===== config.mk =====
export PLATFORM = sky130hd
export DESIGN_NAME = alu_sequencer
export DESIGN_NICKNAME = d
export VERILOG_FILES = /design/src/rtl/alu_seq_pkg.sv /design/src/rtl/edge_detect.sv /design/src/rtl/alu_sequencer.sv
export SDC_FILE = /design/constraint.sdc
export NUM_CORES = 1
export LEC_CHECK = 0
export CAP_MARGIN = 20
export CORE_UTILIZATION = 56
export DETAILED_ROUTE_END_ITERATION = 8
export PLACE_DENSITY_LB_ADDON = 0.08
export SYNTH_ARGS = -nofsm -noshare
export SYNTH_HDL_FRONTEND = slang
export SYNTH_HIERARCHICAL = 1
export SYNTH_SLANG_ARGS = --single-unit

===== constraint.sdc =====
create_clock -name Clk -period 2.2 [get_ports Clk]
set_clock_uncertainty 0.15 [all_clocks]
set_input_delay 0.66 -clock Clk [delete_from_list [all_inputs] [get_ports Clk]]
set_output_delay 0.66 -clock Clk [all_outputs]
set_load 0.005 [all_outputs]

===== src/rtl/alu_seq_pkg.sv =====
// Shared types for the ALU entry sequencer: the state encoding that is also
// exported on state_o for the LED/display mux.
package alu_seq_pkg;

    localparam int ST_W = 3;

    typedef enum logic [ST_W-1:0] {
        S_WAIT_A  = 3'd0,
        S_WAIT_B  = 3'd1,
        S_WAIT_OP = 3'd2,
        S_UPD     = 3'd3,
        S_SHOW    = 3'd4
    } state_t;

endpackage


===== src/rtl/edge_detect.sv =====
// Rising-edge detector for a debounced button level. The history register
// resets to RESET_VAL so a button held through reset gives no edge.
module edge_detect #(
    parameter logic RESET_VAL = 1'b1
) (
    input  logic clk_i,
    input  logic reset_i,
    input  logic level_i,
    output logic rise_o
);

    logic level_q;

    // NOTE: sequential state is written with non-blocking assignments only,
    // so every register samples the pre-edge value of its inputs.
    always_ff @(posedge clk_i) begin
        if (reset_i) begin
            level_q <= RESET_VAL;
        end else begin
            level_q <= level_i;
        end
    end

    assign rise_o = level_i & ~level_q;

endmodule


===== src/rtl/alu_sequencer.sv =====
// Two-button controller that walks the user through operand A, operand B and
// opcode entry, then fires the result-update strobe and holds the display.
module alu_sequencer
    import alu_seq_pkg::*;
#(
    parameter int unsigned TIMEOUT = 100_000_000
) (
    input  logic            Clk,
    input  logic            reset,
    input  logic            enter,
    input  logic            undo,
    output logic            load_A,
    output logic            load_B,
    output logic            load_Op,
    output logic            updateRes,
    output logic [ST_W-1:0] state_o,
    output logic            result_valid
);

    localparam int CNT_W = (TIMEOUT == 0) ? 1 : $clog2(TIMEOUT + 1);
    localparam logic [CNT_W-1:0] CNT_LAST = CNT_W'((TIMEOUT == 0) ? 0 : TIMEOUT - 1);

    logic ent_e;
    logic und_e;

    edge_detect #(.RESET_VAL(1'b1)) u_enter_edge (
        .clk_i   (Clk),
        .reset_i (reset),
        .level_i (enter),
        .rise_o  (ent_e)
    );

    edge_detect #(.RESET_VAL(1'b1)) u_undo_edge (
        .clk_i   (Clk),
        .reset_i (reset),
        .level_i (undo),
        .rise_o  (und_e)
    );

    state_t           state_q, state_d;
    logic [CNT_W-1:0] cnt_q, cnt_d;
    logic             load_a_q, load_a_d;
    logic             load_b_q, load_b_d;
    logic             load_op_q, load_op_d;
    logic             upd_q, upd_d;
    logic             valid_q;
    logic             cnt_active;
    logic             timeout_hit;

    assign cnt_active  = (state_q == S_WAIT_B) || (state_q == S_WAIT_OP);
    assign timeout_hit = (TIMEOUT != 0) && cnt_active && (cnt_q == CNT_LAST);

    // NOTE: every signal driven here gets a default first, so no path through
    // the case statement can leave one unassigned and infer a latch.
    always_comb begin
        state_d   = state_q;
        load_a_d  = 1'b0;
        load_b_d  = 1'b0;
        load_op_d = 1'b0;
        upd_d     = 1'b0;
        unique case (state_q)
            S_WAIT_A: begin
                if (ent_e && !und_e) begin
                    state_d  = S_WAIT_B;
                    load_a_d = 1'b1;
                end
            end
            S_WAIT_B: begin
                if (und_e) begin
                    state_d = S_WAIT_A;
                end else if (ent_e) begin
                    state_d  = S_WAIT_OP;
                    load_b_d = 1'b1;
                end else if (timeout_hit) begin
                    state_d = S_WAIT_A;
                end
            end
            S_WAIT_OP: begin
                if (und_e) begin
                    state_d = S_WAIT_B;
                end else if (ent_e) begin
                    state_d   = S_UPD;
                    load_op_d = 1'b1;
                end else if (timeout_hit) begin
                    state_d = S_WAIT_A;
                end
            end
            // Opcode register updates as we enter S_UPD, so the result strobe
            // one cycle later captures the ALU output for the new opcode.
            S_UPD: begin
                state_d = S_SHOW;
                upd_d   = 1'b1;
            end
            S_SHOW: begin
                if (und_e) begin
                    state_d = S_WAIT_OP;
                end else if (ent_e) begin
                    state_d = S_WAIT_A;
                end
            end
            default: begin
                state_d = S_WAIT_A;
            end
        endcase
    end

    // Any user activity or state move restarts the idle count.
    always_comb begin
        cnt_d = '0;
        if ((TIMEOUT != 0) && cnt_active && (state_d == state_q) && !ent_e && !und_e) begin
            cnt_d = cnt_q + 1'b1;
        end
    end

    always_ff @(posedge Clk) begin
        if (reset) begin
            state_q   <= S_WAIT_A;
            cnt_q     <= '0;
            load_a_q  <= 1'b0;
            load_b_q  <= 1'b0;
            load_op_q <= 1'b0;
            upd_q     <= 1'b0;
            valid_q   <= 1'b0;
        end else begin
            state_q   <= state_d;
            cnt_q     <= cnt_d;
            load_a_q  <= load_a_d;
            load_b_q  <= load_b_d;
            load_op_q <= load_op_d;
            upd_q     <= upd_d;
            valid_q   <= (state_q == S_SHOW);
        end
    end

    assign load_A       = load_a_q;
    assign load_B       = load_b_q;
    assign load_Op      = load_op_q;
    assign updateRes    = upd_q;
    assign state_o      = state_q;
    assign result_valid = valid_q;

endmodule


==> summary.txt, run 1 <==
Setup path
  • Critical path origin: state_o[1]
  • R2R setup slack: 0.09 ns
  • Critical path's largest stage delay: 0.54 ns
  • CP Class: flip-flop to output pin
  • Worst flop-to-flop path startpoint: cnt_q[9]
  • Setup crit start kind: flip-flop
  • Reg2Reg Capture Point: state_o[0]
  • CP max-delay cell: clkdlybuf4s50_1
  • Top Family by Delay on Critical Path: buffers and inverters
  • CP Data Required Time: 1.39 ns
  • Cell-by-cell trace of the critical path: clkdlybuf4s50_1
  • CP Max Fanout: 7
  • Crit path DAT: 1.34 ns
  • CP bufs+invs: 1
  • Worst setup EP type: output pin
  • Worst R2R Path Depth: 5

CTS
  • CTS tree: built
  • Clk root buf: clkbuf_4
  • CTS Sinks: 37
  • Max clock buf depth: 2
  • Clock Pin Slew Worst Setup and Hold Paths: 0.11 ns
  • Number of hold buffers added after cts: 0
  • Num CTS Buffers: 5
  • Htree depth: 2
  • Clk_lat worst skew: 0.35 ns

Synth
  • Fraction of registers with async set/reset: 0%
  • Compound-Gate Fraction of Synth Area: 5.792%
  • Cell count after synthesis: 180
  • Post-Syn Nets: 185
  • Synth top area cells: dfxtp_1, xor2_1, nor2_1
  • Leading cell types by count after synthesis: nor2_1, dfxtp_1, xor2_1, nand2_1, nand3_1
  • Sequential area share after synthesis: 45.71%
  • Mapped Area: 1620 µm²
  • Share of the synthesized area in the top cell type: 45.71%
  • Synth Area in Adders: 0.7722%
  • Largest family of logic cells by synthesized area: simple AND/OR/NAND/NOR gates
  • Synth cell types: 33
  • Count leader, synth: nor2_1
  • Dominant synthesized flop cell: dfxtp_1
  • Syn. warnings: 6
  • Simple-Gate Fraction of Synth Area: 33.13%
  • Mux contribution to synthesized area: 0%
  • FF+latch count, synth: 37
  • XOR/XNOR Fraction of Synth Area: 12.97%
  • Largest area contributor in the netlist: dfxtp_1
  • EDFF count, synth: 0
  • Syn_area_per_cell: 9.002 µm²

STA
  • Min cycle time layout: 2.155 ns
  • F_max: 0.4641 GHz
  • Fin. max-slew vios: 0
  • Final setup viols: 0
  • Fin Setup TNS: 0 ns
  • RSZ-0062 raised after global routing: true
  • Slew @ Worst Pin: 0.3721 ns
  • Relative slew slack: 74.55%
  • Final worst path period share: 97.95%
  • Final Hold Fails: 0

Drt
  • Final wirelength: 3108 µm
  • 1st-iter DRT viols: 32
  • WL per Instance: 12.84 µm
  • Vias per inst: 5.467
  • DRT Pass-1 Iters: 4
  • Vias: 1323
  • DRC violations left: 0
  • ANT nets after route: 0

Cells and area
  • Fin nets: 215
  • Layout cell share with drive strength beyond 1: 13.74%
  • Fin area: 1928 µm²
  • Layout area overhead: 19.00%
  • # diodes: 0

GRT
  • Initial antenna violation count: 0
  • First-pass GRT wire length: 5306 µm
  • Largest net degree at the start of global routing: 17
  • Vias in the first global route: 1246
  • GRT Util Overall: 22.36%
  • Grt ovf: 0

Die
  • Core area: 2758 µm²
  • Initial Util: 58.76%
  • Top Ports: 12
  • Die Ht: 55.79 µm
  • Row cnt: 19
  • Die area: 3113 µm²
  • Die Width: 55.79 µm

Power
  • Pwr per Cell Area: 565.8 nW/µm²
  • Leak pwr: 0.6786 nW
  • Worst VDD drop: 603.6 µV

Min path
  • Hold path depth: 1
  • Hold EP: cnt_q[0]
  • Worst Hold Class: flip-flop to flip-flop
  • Hold Crit Start: cnt_q[0]

Placed design
  • DP Area: 1864 µm²
  • Buffers on Ports: 11
  • Detail Placement HPWL: 2226 µm
  • GPL Wtd Cong: 0.8903

Status
  • Status: complete, no violations

Job
  • # Max-Cap Violations: 0
[cell usage in the layout, fill, tap and decap left out, drive strengths merged, types with 2 or more instances in the layout]
| cell | Yosys | routed |
|---|---|---|
| nor4 | 2 | 2 |
| clkdlybuf4s50 | 0 | 11 |
| o21ai | 2 | 2 |
| nor2b | 2 | 2 |
| buf | 1 | 14 |
| nand4 | 11 | 11 |
| nor2 | 38 | 38 |
| xor2 | 21 | 21 |
| clkinv | 0 | 2 |
| xnor2 | 3 | 3 |
| and3 | 5 | 5 |
| a21o | 2 | 2 |
| a31oi | 2 | 2 |
| and2 | 2 | 2 |
| nand2 | 14 | 14 |
| or2 | 3 | 3 |
| nor3 | 4 | 4 |
| clkbuf | 1 | 5 |
| inv | 3 | 3 |
| dfxtp | 37 | 37 |
| nand3 | 14 | 14 |
| nand2b | 3 | 3 |
[where the power goes]
group          total [W]  internal, W  leakage, nW  switching [W]
logic          0.0000552    0.0000283        0.348      0.0000269
registers       0.000680     0.000675        0.299     0.00000511
clock network   0.000355     0.000120       0.0310       0.000235
total            0.00109     0.000824        0.679       0.000267
[per-layer routing]
layer	vias up	global-route usage [%]	routed length, µm
met5	-	0	0
met4	0	12.14	76
met3	8	7.209	97
met2	22	34.94	1398
met1	611	27.31	1535
li1	682	-	-
[layout make-up]
type / count / area (µm²)
Fill cell: 223 / 829.5
Tap cell: 31 / 38.79
Clock inverter: 3 / 17.52
Inverter: 3 / 11.26
Multi-Input combinational cell: 138 / 853.3
Timing Repair Buffer: 25 / 227.7
Sequential cell: 37 / 742.0
Clock buffer: 5 / 37.54
[worst max path at each step]
stage	endpoint	slack (ns)	cells after the start
global placement	cnt_q[24]	-0.16	7
CTS	cnt_q[2]	0.04	5
finish	state_o[1]	0.05	1
floorplan	cnt_q[8]	0.17	6
detailed placement	cnt_q[24]	-0.21	7
global route	state_o[0]	-0.009	5
[through the flow]
step | power [W] | utilization, % | hold WS, ns | setup slack [ns] | std cells
6_report | 0.001091 | 69.92 | 0.3383 | 0.04517 | 242
5_1_grt | 0.001133 | 69.92 | 0.3918 | -0.008805 | 242
4_1_cts | 0.001103 | 69.65 | 0.3438 | 0.03996 | 241
3_5_place_dp | 0.0007501 | 67.60 | 0.3164 | -0.2086 | 233
3_3_place_gp | 0.0007497 | 67.60 | 0.3093 | -0.1646 | 233
2_1_floorplan | 0.0007226 | - | 0.2908 | 0.1709 | 180
[worst register-to-register path: cells and delay by family, from the launching register on]
family	cells	cell delay [ns]
AOI/OAI and AO/OA	2	0.38
DFF	1	0.37
and+or+nand+nor	3	1.09
[kinds of logic after synthesis]
family,count (synthesis)
AO/OA/AOI/OAI,10
AND/OR/NAND/NOR,103
flip-flops,37
adder cells (fa/ha/maj),1
XOR/XNOR,24
buffers and inverters,5
[registers in the layout (all words and copies together), names as in the netlist]
register              cells
cnt_q                    27
state_o                   3
load_A                    1
load_B                    1
load_Op                   1
result_valid              1
u_enter_edge/level_q      1
u_undo_edge/level_q       1
updateRes                 1
[what timing repair did]
action                     in CTS  in global routing
buffers inserted                0                  1
cloned                          0                  0
pin swaps                       0                  1
gates resized for setup         1                  0
setup endpoints to repair       1                 10
Note: power is estimated with default switching activity, not from simulation.
==> inputs of run 2 (changes only) <==
Settings changed: CELL_PAD_IN_SITES_DETAIL_PLACEMENT set to 0, CELL_PAD_IN_SITES_GLOBAL_PLACEMENT set to 1, CORE_UTILIZATION 56 to 43.
==> run 2 against run 1 <==
Net effect: register-to-register slack is essentially flat; hold slack worse by 0.0013 ns; via count shrank 1.2%; critical path depth did not move; global-route usage down 4.0 points; sequential share of layout area fell by 1.0 points; final cell count is 6.2% higher; power rose by 11%; combinational power is 6.9% higher; worst setup slack lost 0.013 ns; clock power up 32%; non-clock buffer count is 1 lower; highest routed layer unchanged.
==> summary.txt, run 2 (synthesis gave the netlist of run 1 again) <==
Status
  • Status: complete, no violations

GRT
  • GRT Util Overall: 18.37% (-4.0 points)
  • Met2 Resource Use GR: 28.19% (-6.7 points)
  • Vias in the first global route: 1244 (-0.16%)
  • Initial antenna violation count: 0 (unchanged)
  • Grt ovf: 0 (unchanged)
  • GRT met1 Usage: 24.47% (-2.8 points)
  • Largest net degree at the start of global routing: 17 (unchanged)
  • Top Usage Layer GRT: met2
  • Met3 usage: 5.978% (-1.2 points)
  • First-pass GRT wire length: 5644 µm (+6.4%)

Min path
  • Worst Hold Class: flip-flop to flip-flop
  • Hold path depth: 1 (unchanged)
  • Hold Crit Start: cnt_q[0]
  • Hold EP: cnt_q[0]

Drt
  • 1st-iter DRT viols: 68 (+110%)
  • WL per Instance: 12.90 µm (+0.43%)
  • DRT Pass-1 Iters: 4 (unchanged)
  • Vias per inst: 5.086 (-7.0%)
  • Vias: 1307 (-1.2%)
  • ANT nets after route: 0 (unchanged)
  • DRC violations left: 0 (unchanged)
  • Final wirelength: 3315 µm (+6.7%)

Setup path
  • CP Max Fanout: 9 (+2)
  • CP Data Required Time: 1.39 ns (about the same)
  • Cell-by-cell trace of the critical path: clkdlybuf4s50_1
  • CP Class: flip-flop to output pin
  • Worst R2R Path Depth: 5 (unchanged)
  • Reg2Reg Capture Point: state_o[0]
  • Setup crit start kind: flip-flop
  • Worst setup EP type: output pin
  • Critical path's largest stage delay: 0.56 ns (+0.02 ns)
  • Worst flop-to-flop path startpoint: cnt_q[9]
  • CP max-delay cell: clkdlybuf4s50_1
  • Crit path DAT: 1.36 ns (+0.02 ns)
  • Critical path origin: state_o[0]
  • CP bufs+invs: 1 (unchanged)
  • Top Family by Delay on Critical Path: buffers and inverters
  • R2R setup slack: 0.08 ns (about the same)

Placed design
  • GPL Wtd Cong: 0.7940 (-11%)
  • Placement-stage worst setup slack: -0.1641 ns (+0.04445 ns)
  • Detail Placement HPWL: 2299 µm (+3.2%)
  • DP Area: 1883 µm² (+1.0%)
  • Buffers on Ports: 11 (unchanged)

Power
  • Pwr per Cell Area: 610.2 nW/µm² (+7.9%)
  • Final total power: 0.001207 W (+11%)
  • Worst VDD drop: 462.2 µV (-23%)
  • Leak pwr: 0.6858 nW (+1.1%)

STA
  • Setup ws final: 0.03198 ns (-0.01319 ns)
  • Worst hold slack: 0.3371 ns (-0.001260 ns)
  • Final worst path period share: 98.55% (+0.60 points)
  • Min cycle time layout: 2.168 ns (+0.01319 ns)
  • Final Hold Fails: 0 (unchanged)
  • Fin. max-slew vios: 0 (unchanged)
  • Slew @ Worst Pin: 0.3746 ns (+0.002456 ns)
  • Final setup viols: 0 (unchanged)
  • F_max: 0.4613 GHz (-0.61%)
  • Relative slew slack: 74.38% (-0.17 points)
  • RSZ-0062 raised after global routing: true

CTS
  • Htree depth: 2 (unchanged)
  • Max clock buf depth: 2 (unchanged)
  • Num CTS Buffers: 5 (unchanged)
  • Clk_lat worst skew: 0.29 ns (-0.06 ns)
  • CTS Sinks: 37 (unchanged)
  • Setup bufs post-CTS: 0 (unchanged)
  • Number of hold buffers added after cts: 0 (unchanged)
  • CTS tree: built
  • Clock Pin Slew Worst Setup and Hold Paths: 0.08 ns (-0.03 ns)
  • Clk root buf: clkbuf_8

Die
  • Initial Util: 46.72% (-12 points)
  • Die area: 4018 µm² (+29%)
  • Die Width: 63.39 µm (+14%)
  • Die Ht: 63.39 µm (+14%)
  • Row cnt: 21 (+2)
  • Core area: 3468 µm² (+26%)
  • Top Ports: 12 (unchanged)

Cells and area
  • Fin area: 1978 µm² (+2.6%)
  • Utilization after layout: 57.03% (-13 points)
  • Leading cell type in the layout, fill and taps excluded: nor2_1
  • Layout area overhead: 22.09%
  • Reg with most FFs: cnt_q
  • Layout cell share with drive strength beyond 1: 13.27% (-0.47 points)
  • Max reg flops: 27 (unchanged)
  • Most frequent cells in the layout: nor2_1, dfxtp_1, xor2_1
  • # diodes: 0 (unchanged)
  • Fin nets: 215 (unchanged)

Job
  • # Max-Cap Violations: 0 (unchanged)
-- run 2: changes by cell type in the layout (fill, tap and decap cells not counted), sizes merged --
| cell | previous run | this run |
|---|---|---|
| buf | 14 | 13 |
| o21ai | 2 | 3 |
-- run 2: layout make-up --
| type | count | area, µm² |
|---|---|---|
| Clock buffer | 5 | 68.82 |
| Multi-Input combinational cell | 139 | 862.1 |
| Timing Repair Buffer | 24 | 220.2 |
| Sequential cell | 37 | 740.7 |
| Tap cell | 46 | 57.56 |
| Clock inverter | 3 | 17.52 |
| Fill cell | 340 | 1490 |
| Inverter | 3 | 11.26 |
-- run 2: how the worst max path moves through the flow --
stage	to	depth (start not counted)
2_1_floorplan	cnt_q[8]	6
3_3_place_gp	cnt_q[24]	7
3_5_place_dp	cnt_q[24]	7
4_1_cts	cnt_q[9]	5
5_1_grt	state_o[0]	5
6_report	state_o[0]	1
-- run 2: worst register-to-register path: cells and delay by family, from the launching register on --
family	cells	cell delay, ns
flip-flops	1	0.35
AO/OA/AOI/OAI	2	0.38
AND/OR/NAND/NOR	3	1.11
-- run 2: where the power goes --
group | leakage [nW] | internal, W | total (W) | switching, W
clock network | 0.0439 | 0.000219 | 0.000468 | 0.000250
logic | 0.343 | 0.0000293 | 0.0000590 | 0.0000297
registers | 0.299 | 0.000674 | 0.000680 | 0.00000562
total | 0.686 | 0.000922 | 0.00121 | 0.000285
-- run 2: what timing repair did --
item                                    in CTS  in global routing
endpoints found under the setup margin       0                  9
endpoints found under the hold margin        0                  0
resized for setup                            0                  0
-- run 2: through the flow --
| stage | TNS (ns) | std cells |
|---|---|---|
| after CTS | 0 | 256 |
| final | 0 | 257 |
| after global placement | -1.427 | 248 |
| after global routing | -0.001920 | 257 |
| after floorplan | 0 | 180 |
| after detailed placement | -1.903 | 248 |
-- run 2: layer usage --
metal / part of all wire [%] / wire, µm
met1: 50 / 1668
met4: 1.2 / 41
met2: 45 / 1507
met3: 2.9 / 97
met5: 0 / 0
